### src/rtl/window_scan_controller.sv
// ---------------------------------------------------------------------------
// window_scan_controller
//
// Walks a WIN x WIN window across an IMG_W x IMG_H frame with stride STEP in
// row-major order (x fastest). Each window origin is offered to a downstream
// classifier with a valid/ready handshake. The block then waits for the
// classifier's result before moving on. Positive results are reported as
// one-cycle detection pulses and counted in a saturating counter.
//
// Ports
//   clk        rising-edge clock
//   rst        synchronous active-high reset
//   start      one-cycle request to scan a frame (honoured only when idle)
//   busy       high while a scan is in progress
//   win_valid  window origin offered to the classifier
//   win_ready  classifier accepts the offered window
//   win_x/y    top-left origin of the offered window
//   res_valid  classifier result strobe (honoured only while waiting)
//   res_face   result qualifier, 1 = face detected
//   det_valid  one-cycle detection report
//   det_x/y    origin of the reported detection
//   det_count  detections in the current or most recent scan (saturating)
//   done       one-cycle end-of-scan pulse
// All outputs come directly from flops.
// ---------------------------------------------------------------------------
module window_scan_controller #(
  parameter int IMG_W   = 320,
  parameter int IMG_H   = 240,
  parameter int WIN     = 24,
  parameter int STEP    = 4,
  parameter int COORD_W = 9,
  parameter int CNT_W   = 16
) (
  input  logic               clk,
  input  logic               rst,
  input  logic               start,
  output logic               busy,
  output logic               win_valid,
  input  logic               win_ready,
  output logic [COORD_W-1:0] win_x,
  output logic [COORD_W-1:0] win_y,
  input  logic               res_valid,
  input  logic               res_face,
  output logic               det_valid,
  output logic [COORD_W-1:0] det_x,
  output logic [COORD_W-1:0] det_y,
  output logic [CNT_W-1:0]   det_count,
  output logic               done
);

  // Unsupported geometry stops elaboration instead of producing a bad scan.
  if (WIN > IMG_W || WIN > IMG_H || STEP < 1) begin : g_bad_params
    $error("window_scan_controller: need WIN <= IMG_W, WIN <= IMG_H and STEP >= 1");
  end

  // The guarded stride only keeps the arithmetic below well-defined when the
  // parameter check above has already fired.
  localparam int STEP_SAFE = (STEP < 1) ? 1 : STEP;
  localparam int NX        = (IMG_W - WIN) / STEP_SAFE + 1;
  localparam int NY        = (IMG_H - WIN) / STEP_SAFE + 1;

  localparam logic [COORD_W-1:0] X_LAST   = COORD_W'((NX - 1) * STEP_SAFE);
  localparam logic [COORD_W-1:0] Y_LAST   = COORD_W'((NY - 1) * STEP_SAFE);
  localparam logic [COORD_W-1:0] STEP_C   = COORD_W'(STEP_SAFE);
  localparam logic [CNT_W-1:0]   CNT_MAX  = {CNT_W{1'b1}};

  localparam logic [1:0] S_IDLE  = 2'd0;
  localparam logic [1:0] S_ISSUE = 2'd1;
  localparam logic [1:0] S_WAIT  = 2'd2;
  localparam logic [1:0] S_DONE  = 2'd3;

  logic [1:0]         state_q, state_d;
  logic               busy_q, busy_d;
  logic               win_valid_q, win_valid_d;
  logic [COORD_W-1:0] win_x_q, win_x_d;
  logic [COORD_W-1:0] win_y_q, win_y_d;
  logic               det_valid_q, det_valid_d;
  logic [COORD_W-1:0] det_x_q, det_x_d;
  logic [COORD_W-1:0] det_y_q, det_y_d;
  logic [CNT_W-1:0]   det_count_q, det_count_d;
  logic               done_q, done_d;

  logic last_window;
  assign last_window = (win_x_q == X_LAST) && (win_y_q == Y_LAST);

  // Next-state logic. The registered outputs are computed here one cycle
  // ahead, so each output already reflects the state the FSM is entering.
  // The window position doubles as the scan cursor.
  always_comb begin
    state_d     = state_q;
    busy_d      = busy_q;
    win_valid_d = win_valid_q;
    win_x_d     = win_x_q;
    win_y_d     = win_y_q;
    det_valid_d = 1'b0;
    det_x_d     = det_x_q;
    det_y_d     = det_y_q;
    det_count_d = det_count_q;
    done_d      = 1'b0;

    case (state_q)
      S_IDLE: begin
        if (start) begin
          state_d     = S_ISSUE;
          busy_d      = 1'b1;
          win_valid_d = 1'b1;
          win_x_d     = '0;
          win_y_d     = '0;
          det_count_d = '0;
        end
      end

      S_ISSUE: begin
        if (win_valid_q && win_ready) begin
          state_d     = S_WAIT;
          win_valid_d = 1'b0;
        end
      end

      S_WAIT: begin
        if (res_valid) begin
          if (res_face) begin
            det_valid_d = 1'b1;
            det_x_d     = win_x_q;
            det_y_d     = win_y_q;
            if (det_count_q != CNT_MAX) begin
              det_count_d = det_count_q + 1'b1;
            end
          end
          if (last_window) begin
            state_d = S_DONE;
            busy_d  = 1'b0;
            done_d  = 1'b1;
          end else begin
            state_d     = S_ISSUE;
            win_valid_d = 1'b1;
            // Wrap to the start of the next row once the last column is done.
            if (win_x_q == X_LAST) begin
              win_x_d = '0;
              win_y_d = win_y_q + STEP_C;
            end else begin
              win_x_d = win_x_q + STEP_C;
            end
          end
        end
      end

      S_DONE: begin
        state_d = S_IDLE;
      end

      default: begin
        state_d = S_IDLE;
      end
    endcase
  end

  always_ff @(posedge clk) begin
    if (rst) begin
      state_q     <= S_IDLE;
      busy_q      <= 1'b0;
      win_valid_q <= 1'b0;
      win_x_q     <= '0;
      win_y_q     <= '0;
      det_valid_q <= 1'b0;
      det_x_q     <= '0;
      det_y_q     <= '0;
      det_count_q <= '0;
      done_q      <= 1'b0;
    end else begin
      state_q     <= state_d;
      busy_q      <= busy_d;
      win_valid_q <= win_valid_d;
      win_x_q     <= win_x_d;
      win_y_q     <= win_y_d;
      det_valid_q <= det_valid_d;
      det_x_q     <= det_x_d;
      det_y_q     <= det_y_d;
      det_count_q <= det_count_d;
      done_q      <= done_d;
    end
  end

  assign busy      = busy_q;
  assign win_valid = win_valid_q;
  assign win_x     = win_x_q;
  assign win_y     = win_y_q;
  assign det_valid = det_valid_q;
  assign det_x     = det_x_q;
  assign det_y     = det_y_q;
  assign det_count = det_count_q;
  assign done      = done_q;

endmodule

### config.mk
export PLATFORM = sky130hd
export DESIGN_NAME = window_scan_controller
export DESIGN_NICKNAME = d
export VERILOG_FILES = /design/src/rtl/window_scan_controller.sv
export SDC_FILE = /design/constraint.sdc
export NUM_CORES = 1
export LEC_CHECK = 0
export CORE_ASPECT_RATIO = 0.7
export CORE_MARGIN = 3
export CORE_UTILIZATION = 49
export CTS_CLUSTER_DIAMETER = 60
export DETAILED_ROUTE_END_ITERATION = 7
export PLACE_DENSITY = 0.82
export SLEW_MARGIN = 20
export SYNTH_ARGS = -nofsm -noshare
export SYNTH_HDL_FRONTEND = slang
export SYNTH_SLANG_ARGS = --single-unit
### constraint.sdc
create_clock -name clk -period 2.4 [get_ports clk]
set_input_delay 0.24 -clock clk [delete_from_list [all_inputs] [get_ports clk]]
set_output_delay 0.24 -clock clk [all_outputs]
set_load 0.01 [all_outputs]
==> qor.yml <==
status:
  status: "finished clean"
cts:
  cts_resized: 0
  numCtsBuffers: 5
  cts_tree: "done"
  post_cts_buffers: 0
  holdBufCountCts: 0
  cts_max_path_buffers: 2
  root_buffer: "clkbuf_8"
  clk_latency_ps: 300
  h-tree-depth: 2
  clkTransAtPathRegs_ps: 90
  cts.sink_count: 50
setup_path:
  reg2reg_to: "det_count[10]"
  required_ps: 2650
  crit_path_top_delay_cell: "or4_4"
  startpoint_type: "flop"
  cp-end-kind: "flop"
  reg2reg_setup_slack_ps: 220
  cp_max_fo: 13
  cpPeakStageDelay_ps: 530
  path_delay_family: "compound AO/OA/AOI/OAI gates"
  r2r_start: "det_count[0]"
  worst_ep_arrival_time_ps: 2420
  critical_path_class: "flop to flop"
  startpoint: "det_count[0]"
  crit_chain: "ha_1 -> nand3_2 -> or4_4 -> o22ai_2 -> o21bai_1 -> a22o_1"
  r2r_cells: 6
  cp_num_buf_inv: 0
floorplan:
  rows: 20
  initial_core_util_pct: 53.2
  io_pins: 62
  die_h_um: 64.7
  die-area_um2: 5810
  core-area_um2: 4530
  die-width_um: 89.8
power_and_ir_drop:
  clkPwrFrac_pct: 31.7
  sw_frac_of_total_pct: 25.9
  power_frac_comb_pct: 12.5
  leakagePower_nw: 1.10
  p_int_mw: 1.16
  power.density_nw_per_um2: 508
  p_sw_uw: 405
  seqPwrFrac_pct: 55.8
  power.ir.vdd_worst_mv: 0.330
detailed_routing:
  wl_per_cell_um: 14.1
  wl_mm: 5.78
  vias_per_cell: 5.46
  vias: 2246
  first_pass_iters: 4
  first_iter_violations: 184
  drc: 0
  antenna_left: 0
sta:
  max_freq_mhz: 460
  finalCritPeriodShare_pct: 90.6
  tightestPinTransition_ps: 661
  fin_skew_ps: 4.43
  hold_viol: 0
  slew_viol_final: 0
  final.setup.tns_ps: 0
  fin_crit_ps: 2180
  slew_headroom_pct: 55.5
  setup_violations: 0
  rsz0062_at_grt: "false"
  fin_ws_ps: 225
cells_and_area:
  n_fill_cell: 376
  drive_above_1_share_pct: 7.83
  area_growth_syn_to_layout_pct: 27.8
  final_cell_mix: "53 x clkdlybuf4s50_1, 50 x dfxtp_1, 47 x nand2_1"
  diodes: 0
  layout_commonest_cell: "clkdlybuf4s50_1"
  nets: 355
synthesis:
  synth_top_flop_cell: "dfxtp_1"
  syn_avg_cell_area_um2: 8.31
  seq_area_frac_synth_pct: 41.5
  async_reset_ff_share_pct: 0
  ys_warn_count: 0
  synthCells: 290
  netlist_area_um2: 2410
  ys_seq_elements: 50
  synth_edf_count: 0
  ys_types: 47
global_route:
  grt_pass1_wl_mm: 9.45
  grt_usage_pct: 19.9
  antenna_found_initial: 0
  grt_pass1_vias: 2035
  gr-total-overflow: 0
  grt_max_degree: 16
hold_path:
  hold_start: "det_x[6]"
  hold_end: "det_x[6]"
  min_path_cells: 2
  hold_path.class: "flop to flop"
place:
  hpwl_mm: 4.36
  port_buffers: 53
  place.gp.congestion: 0.891
  pre_cts_slack_ps: 263
run:
  drv_cap: 0
-- worst reg2reg max path: stages (launching register included) --
cell and delay, ps:
dfxtp_1 430, ha_1 260, nand3_2 140, or4_4 530, o22ai_2 450, o21bai_1 190, a22o_1 130
-- power by group through the flow --
stage | combinational [mW] | sequential, mW | clock [mW]
after global routing | 0.212 | 0.877 | 0.547
after CTS | 0.193 | 0.873 | 0.501
after detailed placement | 0.192 | 0.893 | 0
after global placement | 0.187 | 0.892 | 0
final | 0.195 | 0.873 | 0.497
after floorplan | 0.141 | 0.883 | 0
-- logic make-up after synthesis --
group	after synthesis	share of synthesized area (%)
compound gates	66	17.0
xor+xnor	12	4.36
fa+ha+maj	5	2.60
buf+inv	27	5.76
flops	50	41.5
mux	3	1.25
other cells	1	0.156
simple gates	126	27.3
-- how the worst max path moves through the flow --
stage                                to  slack [ps]  cells after the start
after global routing      det_count[14]         120                      6
after floorplan                win_x[2]         390                      8
after detailed placement  det_count[10]         260                      6
after global placement    det_count[10]         330                      6
after CTS                 det_count[10]         240                      6
final                     det_count[10]         220                      6
-- state kept, by name, summed over array words and instances, names as in the netlist, 2 cells and up --
register and flops:
det_count 16, det_x 7, det_y 7, state_q 2, win_x 7, win_y 7
-- cell usage after synthesis, types with 2 or more instances --
cell type	number	area share (%)
a21o_1	2	0.62
a21oi_1	21	4.4
a221oi_1	2	0.73
a311oi_2	2	1.2
a31oi_1	5	1.3
and2_1	6	1.6
and3_1	7	1.8
and4bb_2	2	1.0
buf_2	3	0.62
buf_4	9	2.8
clkbuf_1	8	1.2
dfxtp_1	50	42
ha_1	5	2.6
inv_1	7	1.1
mux2i_1	3	1.2
nand2_1	47	7.3
nand2b_1	4	1.0
nand3_1	7	1.5
nand3_2	2	0.83
nand4_1	13	3.4
nor2_1	23	3.6
nor2b_1	2	0.52
nor3_1	2	0.42
nor4_1	2	0.52
o21ai_0	23	4.8
or2_2	2	0.52
xnor2_1	2	0.73
xor2_1	10	3.6
-- metrics by stage --
step                      hold slack [ps]  power [mW]  std cells  instance area, um^2  util [%]
final                                 458        1.57        411                 3080      68.0
after global routing                  495        1.64        411                 3080      68.0
after CTS                             461        1.57        411                 3080      68.0
after detailed placement              449        1.08        403                 2990      66.0
after global placement                440        1.08        403                 2990      66.0
after floorplan                       354        1.02        297                 2440         -
-- per-layer routing --
| metal | up-vias | track usage (%) | wire length (um) |
|---|---|---|---|
| met4 | 0 | 4.59 | 43 |
| li1 | 1110 | - | - |
| met3 | 6 | 4.87 | 336 |
| met5 | - | 0 | 0 |
| met1 | 1064 | 28.1 | 2830 |
| met2 | 66 | 30.8 | 2570 |
-- final cells by class --
type	count	area [um^2]	area share, %
Tap cell	66	82.6	2.68
Clock inverter	1	5.00	0.162
Inverter	7	26.3	0.853
Clock buffer	7	86.3	2.80
Sequential cell	50	1000	32.5
Multi-Input combinational cell	220	1300	42.1
Timing Repair Buffer	60	583	18.9
Note: power is estimated with default switching activity, not from simulation.
